File: src/rtl/ps2_rx_fifo_if.sv
// Downstream valid/ready port of the PS/2 receiver: one decoded scan code per entry.
interface ps2_rx_fifo_if;
    logic [7:0] code;
    logic       is_ext;
    logic       is_break;
    logic       valid;
    logic       ready;

    modport master (output code, is_ext, is_break, valid, input ready);
    modport slave  (input code, is_ext, is_break, valid, output ready);
endinterface

File: src/rtl/ps2_rx_fifo.sv
// PS/2 device-to-host receiver: sync + glitch filter, 11-bit frame FSM with timeout,
// E0/F0 prefix folding and a small first-word-fall-through FIFO with registered head.
module ps2_rx_fifo #(
    parameter int FILTER_LEN     = 8,
    parameter int TIMEOUT_CYCLES = 100000,
    parameter int FIFO_DEPTH     = 8
) (
    input  logic          clk,
    input  logic          rst,
    input  logic          ps2_clk,
    input  logic          ps2_data,
    ps2_rx_fifo_if.master out_if,
    output logic          frame_err,
    output logic          overflow,
    output logic          busy
);
    localparam int FW = $clog2(FILTER_LEN + 1);
    localparam int TW = $clog2(TIMEOUT_CYCLES + 1);
    localparam int AW = $clog2(FIFO_DEPTH);

    typedef enum logic [1:0] {IDLE, DATA, PARITY, STOP} state_t;

    // ---------------- synchronisers and clock filter ----------------
    logic          clk_s1_q, clk_s2_q, dat_s1_q, dat_s2_q;
    logic          filt_q, fall_stb_q;
    logic [FW-1:0] fcnt_q;

    always_ff @(posedge clk or posedge rst) begin
        if (rst) begin
            clk_s1_q   <= 1'b1;
            clk_s2_q   <= 1'b1;
            dat_s1_q   <= 1'b1;
            dat_s2_q   <= 1'b1;
            filt_q     <= 1'b1;
            fcnt_q     <= '0;
            fall_stb_q <= 1'b0;
        end else begin
            clk_s1_q   <= ps2_clk;
            clk_s2_q   <= clk_s1_q;
            dat_s1_q   <= ps2_data;
            dat_s2_q   <= dat_s1_q;
            fall_stb_q <= 1'b0;
            // Count consecutive samples disagreeing with the filtered level; any agreeing sample restarts the run.
            if (clk_s2_q != filt_q) begin
                if (fcnt_q == FW'(FILTER_LEN - 1)) begin
                    filt_q     <= clk_s2_q;
                    fcnt_q     <= '0;
                    fall_stb_q <= ~clk_s2_q;
                end else begin
                    fcnt_q <= fcnt_q + 1'b1;
                end
            end else begin
                fcnt_q <= '0;
            end
        end
    end

    // ---------------- frame FSM ----------------
    state_t        state_q;
    logic [7:0]    shift_q;
    logic [2:0]    bitcnt_q;
    logic          par_q;
    logic [TW-1:0] tmo_q;
    logic          byte_stb_q, frame_err_q;

    always_ff @(posedge clk or posedge rst) begin
        if (rst) begin
            state_q     <= IDLE;
            shift_q     <= '0;
            bitcnt_q    <= '0;
            par_q       <= 1'b0;
            tmo_q       <= '0;
            byte_stb_q  <= 1'b0;
            frame_err_q <= 1'b0;
        end else begin
            byte_stb_q  <= 1'b0;
            frame_err_q <= 1'b0;
            if (fall_stb_q) begin
                // An edge always beats a coincident timeout.
                tmo_q <= '0;
                case (state_q)
                    IDLE: if (!dat_s2_q) begin
                        state_q  <= DATA;
                        bitcnt_q <= '0;
                    end
                    DATA: begin
                        shift_q  <= {dat_s2_q, shift_q[7:1]};
                        bitcnt_q <= bitcnt_q + 1'b1;
                        if (bitcnt_q == 3'd7) state_q <= PARITY;
                    end
                    PARITY: begin
                        par_q   <= dat_s2_q;
                        state_q <= STOP;
                    end
                    STOP: begin
                        state_q <= IDLE;
                        if (dat_s2_q && (^{shift_q, par_q})) byte_stb_q  <= 1'b1;
                        else                                 frame_err_q <= 1'b1;
                    end
                    default: state_q <= IDLE;
                endcase
            end else if (state_q == IDLE) begin
                tmo_q <= '0;
            end else if (tmo_q == TW'(TIMEOUT_CYCLES - 1)) begin
                state_q     <= IDLE;
                frame_err_q <= 1'b1;
                tmo_q       <= '0;
            end else begin
                tmo_q <= tmo_q + 1'b1;
            end
        end
    end

    // ---------------- prefix folding and FIFO ----------------
    logic                        ext_q, brk_q, overflow_q, valid_q;
    logic [FIFO_DEPTH-1:0][9:0]  mem_q;
    logic [AW-1:0]               wr_q, rd_q, rd_d;
    logic [AW:0]                 cnt_q, cnt_d;
    logic [9:0]                  head_q, head_d, wdata;
    logic                        is_pfx, push, full, pop, do_push;

    always_comb begin
        is_pfx  = (shift_q == 8'hE0) || (shift_q == 8'hF0);
        push    = byte_stb_q && !is_pfx;
        wdata   = {ext_q, brk_q, shift_q};
        full    = (cnt_q == (AW+1)'(FIFO_DEPTH));
        pop     = valid_q && out_if.ready;
        do_push = push && (!full || pop);
        cnt_d   = cnt_q + (AW+1)'(do_push) - (AW+1)'(pop);
        rd_d    = pop ? rd_q + 1'b1 : rd_q;
        head_d  = head_q;
        // The new entry is not in mem_q yet, so route it straight to the head when it becomes the only entry.
        if (cnt_d != '0) begin
            if (do_push && (cnt_q == (AW+1)'(pop))) head_d = wdata;
            else                                    head_d = mem_q[rd_d];
        end
    end

    always_ff @(posedge clk or posedge rst) begin
        if (rst) begin
            ext_q      <= 1'b0;
            brk_q      <= 1'b0;
            overflow_q <= 1'b0;
            valid_q    <= 1'b0;
            mem_q      <= '0;
            wr_q       <= '0;
            rd_q       <= '0;
            cnt_q      <= '0;
            head_q     <= '0;
        end else begin
            if (frame_err_q) begin
                ext_q <= 1'b0;
                brk_q <= 1'b0;
            end else if (byte_stb_q) begin
                if (shift_q == 8'hE0)      ext_q <= 1'b1;
                else if (shift_q == 8'hF0) brk_q <= 1'b1;
                else begin
                    ext_q <= 1'b0;
                    brk_q <= 1'b0;
                end
            end
            if (do_push) begin
                mem_q[wr_q] <= wdata;
                wr_q        <= wr_q + 1'b1;
            end
            overflow_q <= push && full && !pop;
            rd_q       <= rd_d;
            cnt_q      <= cnt_d;
            valid_q    <= (cnt_d != '0);
            head_q     <= head_d;
        end
    end

    assign out_if.code     = head_q[7:0];
    assign out_if.is_break = head_q[8];
    assign out_if.is_ext   = head_q[9];
    assign out_if.valid    = valid_q;
    assign frame_err       = frame_err_q;
    assign overflow        = overflow_q;
    assign busy            = (state_q != IDLE);
endmodule

File: src/flat_wrapper.sv
// flat-port wrapper written by rule: the top's interface ports become plain ports
module ps2_rx_fifo_flat 
#(
    parameter int FILTER_LEN     = 8,
    parameter int TIMEOUT_CYCLES = 100000,
    parameter int FIFO_DEPTH     = 8
)
  (clk, rst, ps2_clk, ps2_data, frame_err, overflow, busy, out_if_code, out_if_is_ext, out_if_is_break, out_if_valid, out_if_ready);
  ps2_rx_fifo_if out_if_i ();
  input  logic clk;
  input  logic rst;
  input  logic ps2_clk;
  input  logic ps2_data;
  output logic frame_err;
  output logic overflow;
  output logic busy;
  output wire logic [$bits(out_if_i.code)-1:0] out_if_code;
  output wire logic [$bits(out_if_i.is_ext)-1:0] out_if_is_ext;
  output wire logic [$bits(out_if_i.is_break)-1:0] out_if_is_break;
  output wire logic [$bits(out_if_i.valid)-1:0] out_if_valid;
  input wire logic [$bits(out_if_i.ready)-1:0] out_if_ready;
  assign out_if_code = out_if_i.code;
  assign out_if_is_ext = out_if_i.is_ext;
  assign out_if_is_break = out_if_i.is_break;
  assign out_if_valid = out_if_i.valid;
  assign out_if_i.ready = out_if_ready;
  ps2_rx_fifo #(.FILTER_LEN(FILTER_LEN), .TIMEOUT_CYCLES(TIMEOUT_CYCLES), .FIFO_DEPTH(FIFO_DEPTH)) u_core (.clk(clk), .rst(rst), .ps2_clk(ps2_clk), .ps2_data(ps2_data), .out_if(out_if_i), .frame_err(frame_err), .overflow(overflow), .busy(busy));
endmodule
File: config.mk
export PLATFORM = sky130hd
export DESIGN_NAME = ps2_rx_fifo_flat
export DESIGN_NICKNAME = d
export VERILOG_FILES = /design/src/rtl/ps2_rx_fifo_if.sv /design/src/rtl/ps2_rx_fifo.sv /design/src/flat_wrapper.sv
export SDC_FILE = /design/constraint.sdc
export NUM_CORES = 1
export LEC_CHECK = 0
export ABC_AREA = 1
export BUFFER_PORTS_ARGS = -buffer_cell sky130_fd_sc_hd__buf_2
export CORE_MARGIN = 10
export CORE_UTILIZATION = 60
export CTS_CLUSTER_SIZE = 30
export DETAILED_ROUTE_END_ITERATION = 8
export PLACE_DENSITY = 0.77
export SETUP_SLACK_MARGIN = 0.05
export SLEW_MARGIN = 25
export SYNTH_ARGS = -nofsm -noshare
export SYNTH_HDL_FRONTEND = slang
export SYNTH_SLANG_ARGS = --single-unit
File: constraint.sdc
create_clock -name clk -period 7.6 [get_ports clk]
set_input_delay 0.76 -clock clk [delete_from_list [all_inputs] [get_ports clk]]
set_output_delay 0.76 -clock clk [all_outputs]
set_load 0.005 [all_outputs]
==> Yosys cells after proc, flatten, opt, wreduce, memory -nomap -nowiden <==
Index checks and enable logic that the tools add are counted.
{ "totals": {"inputBits": 5, "wordCells": 122, "output_inout_bits": 14, "regBits": 147} }
{ "classes": {"muxes": 38, "eq_ne": 16, "n_lt_le_gt_ge": 3, "add_sub_neg": 7, "n_bitwise": 1, "n_reduce_logical": 27} }
{ "op_table": {"columns": ["operator", "count"], "rows": [
  ["$bwmux 80", 1],
  ["$mux 17", 3],
  ["$bmux 10 s3", 1],
  ["$demux 10 s3", 1],
  ["$mux 10", 3],
  ["$mux 1", 18],
  ["$add 17x1->17 const B", 1],
  ["$eq 17x17->1 const B", 1],
  ["$eq 8x8->1 const B", 2],
  ["$mux 2", 5],
  ["$reduce_and 2->1", 5],
  ["$add 3x1->3 const B", 3],
  ["$reduce_xor 9->1", 1],
  ["$logic_and 1x1->1", 8],
  ["$lt 3x4->1 const B", 2],
  ["$mux 4", 2],
  ["$pmux 2 s4", 1],
  ["$reduce_bool 2->1", 4],
  ["$mux 3", 2],
  ["$pmux 3 s2", 1],
  ["$add 4x1->4", 1],
  ["$add 4x1->4 const B", 1],
  ["$eq 2x2->1 const B", 2],
  ["$eq 4x1->1", 1],
  ["18 further kinds", 22]
]} }

==> Depth between registers and ports, before layout <==
Gate-level depths: netlist of the first run.
{ "logic_depth": {"depth_word": 8, "ltp_mapped": 19, "mapped_depth_nobuf": 18} }

==> Worst setup path after synthesis of the first run <==
Ideal clock, no wire load.
{ "synth_path": {"path_type": "input -> register", "start": "in out_if_ready", "end": "reg u_core.head_q[1]", "required_time_ns": 7.483, "path_slack_ns": 4.717, "cell_stages": 15, "path_buffers": 2, "setup_ns": 0.117, "arrival_time_ns": 2.766, "path_cell_list": "nand2_2 -> nand4_1 -> nand2_4 -> inv_12 -> buf_8 -> ha_1 -> inv_1 -> fa_1 -> xnor2_1 -> nor2_1 -> nand2_1 -> nand3b_1 -> buf_2 -> nor2_1 -> nor2_1"} }
{ "synth_via": {"elab_chain_cells": 6, "elab_cells_between_ends": 12, "cone_classes": "add/sub: 2; eq/ne: 1; mux: 4; reduce/logical: 5"} }
{ "synth_rtl": {"columns": ["item", "line_no", "rtl"], "rows": [
  ["start: declaration", "flat_wrapper.sv:21", "input wire logic [$bits(out_if_i.ready)-1:0] out_if_ready;"],
  ["$logic_and 1x1->1", "ps2_rx_fifo.sv:127", "pop = valid_q && out_if.ready;"],
  ["$logic_or 1x1->1", "ps2_rx_fifo.sv:128", "do_push = push && (!full || pop);"],
  ["$logic_and 1x1->1", "ps2_rx_fifo.sv:128", null],
  ["net u_core.do_push", "ps2_rx_fifo.sv:120", "logic is_pfx, push, full, pop, do_push;"],
  ["$add 4x1->4", "ps2_rx_fifo.sv:129", "cnt_d = cnt_q + (AW+1)'(do_push) - (AW+1)'(pop);"],
  ["$sub 4x1->4", "ps2_rx_fifo.sv:129", null],
  ["net u_core.cnt_d[2]", "ps2_rx_fifo.sv:118", "logic [AW:0] cnt_q, cnt_d;"],
  ["$reduce_bool 4->1", "ps2_rx_fifo.sv:133", "if (cnt_d != '0) begin"],
  ["end signal: assignment", "ps2_rx_fifo.sv:149", "head_q <= '0;"],
  ["end signal: assignment", "ps2_rx_fifo.sv:170", "head_q <= head_d;"],
  ["end: declaration", "ps2_rx_fifo.sv:119", "logic [9:0] head_q, head_d, wdata;"]
]} }
The timed path passes the listed nets, and every way through them passes these cells. The select of a mux whose other input is x is not followed.
A chain may end at the register's enable or synchronous reset.

==> Worst setup path in the final report of the first run <==
{ "layout_path": {"start": "reg u_core.shift_q[3]", "end": "reg u_core.head_q[5]"} }
{ "layout_via": {"elab_chain_cells": 8, "elab_cells_between_ends": 11, "cone_classes": "add/sub: 2; eq/ne: 2; mux: 1; reduce/logical: 6"} }
{ "layout_rtl": {"columns": ["item", "line_no", "rtl"], "rows": [
  ["start: declaration", "ps2_rx_fifo.sv:60", "logic [7:0] shift_q;"],
  ["start signal: assignment", "ps2_rx_fifo.sv:87", "shift_q <= {dat_s2_q, shift_q[7:1]};"],
  ["$eq 8x8->1", "ps2_rx_fifo.sv:123", "is_pfx = (shift_q == 8'hE0) || (shift_q == 8'hF0);"],
  ["$logic_or 1x1->1 *", "ps2_rx_fifo.sv:123", null],
  ["$logic_not 1->1 *", "ps2_rx_fifo.sv:124", "push = byte_stb_q && !is_pfx;"],
  ["$logic_and 1x1->1 *", "ps2_rx_fifo.sv:124", null],
  ["$logic_and 1x1->1 *", "ps2_rx_fifo.sv:128", null],
  ["$add 4x1->4 *", "ps2_rx_fifo.sv:129", null],
  ["$sub 4x1->4 *", "ps2_rx_fifo.sv:129", null],
  ["net u_core.cnt_d[2]", "ps2_rx_fifo.sv:118", null],
  ["$reduce_bool 4->1 *", "ps2_rx_fifo.sv:133", null]
]} }
The timed path passes the listed nets; every way through them passes the cells marked *.

==> impl_metrics.toml, run 1 <==
[min_path]
worstHoldStart = "u_core.dat_s1_q$_DFF_PP1_"
whs_path_depth = 0
whs_endpoint = "u_core.dat_s2_q$_DFF_PP1_"
holdCritPathClass = "reg -> reg"

[finish]
post-route-util = 0.659
drive_gt1_frac = 0.0949
syn_to_final_growth_pct = 7.82
fin_area_mm2 = 0.00788
antenna_cells = 0
fin_nets = 905

[timing]
fin_crit_sh = 0.421
fmax_mhz = 313
finalSetupViolations = 0
setup_tns_ns = 0
finalMaxSlewViolations = 0
hold_violations = 0
worst_pin_slew_ns = 0.932
hold_slack_ns = 0.355
rsz0062_at_grt = "false"
skew_ns = 0.0113
layout_min_cycle_time_ns = 3.20
slew_headroom = 0.377

[global_routing]
first_global_vias = 5874
grt_max_degree = 87
grt_pass1_wl_um = 29400
grt_util_all_layers = 0.219
antenna_found_initial = 0
overflow = 0

[clocking]
clk_pin_slew_worst_paths_ns = 0.06
cts_resized = 0
cts.htree.levels = 4
ctsHoldBuffers = 0
clk_root_buffer_cell = "clkbuf_16"
cts_made_buffers = 17
cts_buffer_depth = 2
clock_sinks = 147
cts_setup_buffers = 0
worstSkewPairLatency_ns = 0.42
cts_tree = "yes"

[setup_path]
worst_ep_required_time_ns = 7.90
timing.rr.start = "u_core.shift_q[3]$_DFFE_PP0P_"
cpPeakStageDelay_ns = 0.46
critPathKind = "reg -> reg"
rr_worst_depth = 17
timing.rr.end = "u_core.head_q[5]$_DFFE_PP0P_"
crit_chain = "inv_1 > nand2_1 > nor2_2 > nand2_1 > nand2_2 > nor2_8 > nand2_4 > inv_12 > ha_1 > inv_1 > fa_1 > xnor2_1 > nor2_1 > nand2_1 > nand3b_1 > nand3_1 > nand2_1"
start_kind = "flop"
cp.arrival_ns = 3.50
r2r_setup_slack_ns = 4.40
critPathCaptureType = "flop"
critPathSlowestCell = "nand3b_1"
crit_top_cell = "nand2_1"
path_max_fanout = 19

[yosys]
synth_top_area_share = 0.486
synth_nets = 905
synth_area_mm2 = 0.00731
synth_seq_cells = 147
synth_top_cell_by_area = "dfrtp_1"
synth_warnings = 0
syn_inst = 883
syn_area_per_cell_um2 = 8.28
ys_seq_area_frac = 0.504
yosys.cell_types.count = 36
synthTopCellsByArea = "dfrtp_1 (49%), nand2_1 (13%), nand3_1 (6.9%)"

[floorplanning]
core_area_mm2 = 0.0120
fp-row-count = 40
die_w_um = 130
die_h_um = 130
die_area_mm2 = 0.0170
start_util = 0.611
ios = 19

[outcome]
status = "complete, no violations"

[placed_design]
place_congestion = 0.882
dp_hpwl_um = 11300
dpl_cell_area_mm2 = 0.00732
io_buffers = 18

[routing]
vias_per_cell = 5.74
drtIter0Drc = 707
route.vias.total = 5992
drc_errors = 0
drtPass1Iterations = 6
antenna_left = 0
drt-total-wl_um = 17500
detail_route.wl_per_cell_um = 16.8

[power_and_ir_drop]
peakVddDrop_mv = 0.230
power.density_mw_per_mm2 = 290
p_leak_nw = 3.68
p_total_w = 0.00229

[run]
cap_violations = 0
where the power goes:
| part | internal, W | switching (W) |
|---|---|---|
| logic | 0.000196 | 0.000416 |
| clock network | 0.000473 | 0.000321 |
| registers | 0.000843 | 0.0000367 |
| total | 0.00151 | 0.000774 |
synth_stat cells:
cell type / count
clkbuf_2: 1
buf_2: 14
inv_12: 1
o21ai_0: 23
or2_2: 2
a21oi_1: 10
o21ai_1: 74
fa_1: 1
nand2_2: 4
a31oi_1: 1
a211oi_1: 2
nand2_1: 252
nor3b_1: 4
nor2_2: 1
dfrtp_1: 142
inv_2: 2
o31ai_1: 1
nand3_1: 101
nand2_4: 9
o21ai_2: 6
dfstp_2: 5
nor2_8: 1
nand4_1: 12
nand3b_1: 5
nor2_1: 63
inv_1: 79
clkbuf_1: 8
a21o_1: 1
and2_4: 1
buf_6: 16
xor2_1: 6
ha_1: 16
buf_8: 1
nor4_1: 3
xnor2_1: 3
nor3_1: 12
metrics by stage:
step / cells / setup slack (ns)
5_1_grt: 1043 / 4.14
2_1_floorplan: 883 / 2.90
3_3_place_gp: 1011 / 4.39
6_report: 1043 / 4.40
4_1_cts: 1043 / 4.43
3_5_place_dp: 1011 / 4.29
per-layer routing:
layer | track usage | up-vias | part of all wire
met2 | 0.354 | 221 | 0.49
met5 | 0 | - | 0
met1 | 0.270 | 2866 | 0.41
met4 | 0.112 | 0 | 0.037
met3 | 0.0528 | 45 | 0.062
li1 | - | 2860 | -
cell families after synthesis:
family / count (synthesis) / synth area share
and+or+nand+nor: 470 / 0.285
buffers and inverters: 122 / 0.0849
adders and majority gates: 17 / 0.0301
DFF: 147 / 0.504
xor gates and xnor gates: 9 / 0.0108
AOI/OAI and AO/OA: 118 / 0.0854
cell usage in the layout (no fill, tap or decap), types with 3 or more instances in the layout:
cell type   instances
dfrtp_1           142
nand2_4             9
nand2_2             4
buf_4               3
nor3b_1             4
o21ai_2             6
nand3_1           101
ha_1               16
nand4_1            12
clkbuf_8            3
clkinvlp_4          4
nor3_1             12
inv_1              78
xnor2_1             3
clkinv_2            5
o21ai_1            74
nand2_1           252
nor4_1              3
buf_2              18
xor2_1              6
clkbuf_16          17
nand3b_1            5
dfstp_2             5
nor2_1             63
o21ai_0            22
a21oi_1            10
worst max-delay path by stage:
stage	from	to	slack, ns	depth (start not counted)
2_1_floorplan	rst	u_core.bitcnt_q[0]$_DFFE_PP0P_	2.90	1
3_3_place_gp	out_if_ready	u_core.head_q[2]$_DFFE_PP0P_	4.39	15
3_5_place_dp	out_if_ready	u_core.head_q[8]$_DFFE_PP0P_	4.29	14
4_1_cts	u_core.shift_q[1]$_DFFE_PP0P_	u_core.head_q[8]$_DFFE_PP0P_	4.43	16
5_1_grt	u_core.shift_q[4]$_DFFE_PP0P_	u_core.head_q[4]$_DFFE_PP0P_	4.14	17
6_report	u_core.shift_q[3]$_DFFE_PP0P_	u_core.head_q[5]$_DFFE_PP0P_	4.40	17
critical path: cells and delay by family (launching register included):
| kind | cells | cell delay (ns) |
|---|---|---|
| AND/OR/NAND/NOR | 11 | 1.56 |
| adder cells (fa/ha/maj) | 2 | 0.56 |
| buffers and inverters | 3 | 0.43 |
| flip-flops | 1 | 0.37 |
| XOR/XNOR | 1 | 0.15 |
registers in the layout, summed over array words and instances, names as in the netlist, 2 cells and up:
register	flops
u_core.cnt_q	4
u_core.tmo_q	17
u_core.state_q	2
u_core.wr_q	3
u_core.rd_q	3
u_core.bitcnt_q	3
u_core.fcnt_q	4
u_core.shift_q	8
u_core.mem_q	80
u_core.head_q	10
cell type report:
type | count | area (um2)
Clock buffer | 22 | 474
Fill cell | 961 | 4080
Sequential cell | 147 | 3680
Inverter | 82 | 325
Timing Repair Buffer | 21 | 113
Multi-Input combinational cell | 614 | 3020
Clock inverter | 10 | 85.1
Tap cell | 147 | 184
No activity file was read; power rests on OpenSTA's default activity.
==> inputs of run 2 (changes only) <==
--- a/config.mk
+++ b/config.mk
@@ -5,13 +5,13 @@
 export SDC_FILE = /design/constraint.sdc
 export NUM_CORES = 1
 export LEC_CHECK = 0
-export ABC_AREA = 1
+export ABC_AREA = 0
 export BUFFER_PORTS_ARGS = -buffer_cell sky130_fd_sc_hd__buf_2
 export CORE_MARGIN = 10
-export CORE_UTILIZATION = 60
+export CORE_UTILIZATION = 56
 export CTS_CLUSTER_SIZE = 30
 export DETAILED_ROUTE_END_ITERATION = 8
-export PLACE_DENSITY = 0.77
+export PLACE_DENSITY = 0.76
 export SETUP_SLACK_MARGIN = 0.05
 export SLEW_MARGIN = 25
 export SYNTH_ARGS = -nofsm -noshare
==> constraint.sdc (replaced) <==
create_clock -name clk -period 2.6 [get_ports clk]
set_input_delay 0.26 -clock clk [delete_from_list [all_inputs] [get_ports clk]]
set_output_delay 0.26 -clock clk [all_outputs]
set_load 0.005 [all_outputs]
==> run 2 against run 1 <==
Critical path depth shrank 4. The flow now finishes with violations (negative setup slack). Area after synthesis shrank 2.0%. Non-clock buffer count grew 44. Critical path type unchanged. Largest power group unchanged. Cell area grew 6.3%. Die area grew 4.2%. Clock power grew to 3.0 times the previous value. Global-route usage shrank 2.5 points. Register-to-register slack lost 4.7 ns.
==> impl_metrics.toml, run 2 <==
[yosys]
synth_nets = 657
synthTopCellsByArea = "dfrtp_1 (50%), mux2_2 (11%), nand3_1 (7.1%)"
yosys.cell_types.count = 52
synth_warnings = 0
syn_inst = 635
syn_area_per_cell_um2 = 11.3
synth_area_mm2 = 0.00717
synth_top_cell_by_area = "dfrtp_1"
synth_top_area_share = 0.496
postSynth.asyncResetShare = 1.00
synth_ff_type = "dfrtp_1"
synth-edff-count = 0
synth.most_common_cell = "dfrtp_1"
synthTopCellsByCount = "dfrtp_1 (142), nand3_1 (101), mux2_2 (71)"
synth_seq_cells = 147
ys_seq_area_frac = 0.514

[routing]
detail_route.wl_per_cell_um = 19.7
vias_per_cell = 6.02
route.vias.total = 5203
drtIter0Drc = 543
drtPass1Iterations = 5
drc_errors = 0
drt-total-wl_um = 17000
antenna_left = 0

[clocking]
clock_sinks = 147
cts.htree.levels = 4
clk_root_buffer_cell = "clkbuf_16"
clk_pin_slew_worst_paths_ns = 0.06
cts_made_buffers = 17
cts_tree = "yes"
cts_buffer_depth = 2
worstSkewPairLatency_ns = 0.43

[finish]
final_common_cell = "dfrtp_1"
largest_reg_flops = 80
drive_gt1_frac = 0.308
final_cell_mix = "dfrtp_1 (142), nand3_1 (97), mux2_2 (71)"
antenna_cells = 0
fin_area_mm2 = 0.00838
post-route-util = 0.667
fin_nets = 701
biggestRegsByFlops = "u_core.mem_q (80), u_core.tmo_q (17), u_core.head_q (10)"
syn_to_final_growth_pct = 16.9
top_register = "u_core.mem_q"

[timing]
finalMaxSlewViolations = 0
rsz0062_at_grt = "true"
worst_pin_slew_ns = 0.814
skew_ns = 0.00891
fin_crit_sh = 1.12
slew_headroom = 0.454
hold_violations = 0
worst_slack_ns = -0.301
fmax_mhz = 345
finalSetupViolations = 11
layout_min_cycle_time_ns = 2.90

[floorplanning]
core_area_mm2 = 0.0126
die_w_um = 133
ios = 19
die_area_mm2 = 0.0177
start_util = 0.570
die_h_um = 133
fp-row-count = 41

[placed_design]
dp_hpwl_um = 10700
place_congestion = 0.865
dpl_cell_area_mm2 = 0.00763
io_buffers = 18

[setup_path]
cp.arrival_ns = 3.24
cpPeakStageDelay_ns = 0.54
rr_worst_depth = 13
worst_ep_required_time_ns = 2.94
critPathCaptureType = "flop"
cp_num_buf_inv = 3
path_depth = 13
critPathSlowestCell = "or4b_4"
critPathKind = "reg -> reg"
crit_chain = "or4b_4 > o31ai_4 > nor2_2 > ha_2 > inv_2 > fa_1 > nand3b_1 > a2111oi_2 > or2_4 > inv_6 > clkbuf_16 > nand3_1 > o211ai_1"
path_max_fanout = 5
crit_family = "simple AND/OR/NAND/NOR gates"
start_kind = "flop"

[global_routing]
grt_max_degree = 117
grt_pass1_wl_um = 27900
overflow = 0
antenna_found_initial = 0
first_global_vias = 5363
grt_util_all_layers = 0.194

[power_and_ir_drop]
power.density_mw_per_mm2 = 849
peakVddDrop_mv = 0.486
p_leak_nw = 3.90

[outcome]
status = "finished with violations"
violations = "negative setup slack"

[run]
cap_violations = 0

[min_path]
whs_path_depth = 5
holdCritPathClass = "in -> reg"
-- run 2: stage by stage --
| stage | instances | total power, W | hold WS, ns | worst slack [ns] | setup TNS [ns] |
|---|---|---|---|---|---|
| 2_1_floorplan | 635 | 0.00381 | 0.264 | -0.246 | -2.50 |
| 3_3_place_gp | 822 | 0.00447 | 0.346 | -0.231 | -2.29 |
| 3_5_place_dp | 822 | 0.00454 | 0.347 | -0.335 | -3.28 |
| 4_1_cts | 860 | 0.00702 | 0.299 | -0.249 | -2.39 |
| 5_1_grt | 864 | 0.00749 | 0.357 | -0.408 | -4.00 |
| 6_report | 864 | 0.00712 | 0.309 | -0.301 | -2.83 |
-- run 2: worst reg2reg max path, cell delays in order (launching register included) --
cell and delay, ns:
dfrtp_1 0.39, or4b_4 0.54, o31ai_4 0.22, nor2_2 0.08, ha_2 0.18, inv_2 0.05
fa_1 0.44, nand3b_1 0.14, a2111oi_2 0.06, or2_4 0.27, inv_6 0.09, clkbuf_16 0.14
nand3_1 0.07, o211ai_1 0.13
-- run 2: area by class of cell --
type | instances | area [um2]
clock inverters | 9 | 105
well taps | 172 | 215
multi-input cells | 430 | 3330
clock buffers | 23 | 468
fillers | 906 | 4190
repair buffers | 65 | 497
inverters | 18 | 76.3
flip-flops and latches | 147 | 3680
-- run 2: cell families (layout without fill, tap and decap cells) --
family / after synthesis / count (layout) / share of synthesized area
DFF: 147 / 147 / 0.514
buffers and inverters: 58 / 115 / 0.0339
AOI/OAI and AO/OA: 78 / 78 / 0.0660
and+or+nand+nor: 213 / 213 / 0.162
adders and majority gates: 17 / 17 / 0.0307
xor gates and xnor gates: 31 / 31 / 0.0398
muxes: 91 / 91 / 0.153
-- run 2: metal layers --
metal / GRT usage / vias up / share of wire
li1: - / 2365 / -
met4: 0.0798 / 0 / 0.020
met1: 0.251 / 2621 / 0.44
met2: 0.299 / 186 / 0.48
met3: 0.0560 / 31 / 0.068
met5: 0 / - / 0
-- run 2: what timing repair did --
item / 4_1_cts / 5_1_grt
gates resized for setup: 7 / 9
pin swaps: 1 / 8
setup buffers: 3 / 3
gates cloned: 0 / 1
hold buffers: 3 / 0
hold endpoints to repair: 33 / 0
setup endpoints to repair: 11 / 44
-- run 2: path summary, 6_finish.rpt --
path                                               startpoint                           end  slack (ns)
worst min-delay path                             out_if_ready      u_core.rd_q[1]$_DFF_PP0_        0.31
worst max-delay path            u_core.shift_q[1]$_DFFE_PP0P_  u_core.head_q[2]$_DFFE_PP0P_       -0.30
worst min register to register      u_core.dat_s1_q$_DFF_PP1_     u_core.dat_s2_q$_DFF_PP1_        0.35
min in group asynchronous                                 rst    u_core.wr_q[1]$_DFFE_PP0P_        0.52
worst max register to register  u_core.shift_q[1]$_DFFE_PP0P_  u_core.head_q[2]$_DFFE_PP0P_       -0.30
max in group asynchronous                                 rst  u_core.mem_q[57]$_DFFE_PP0P_        1.56
-- run 2: report_power, final --
group          switching, W  internal (W)
clock network      0.000936       0.00146
registers          0.000121       0.00248
logic               0.00129      0.000836
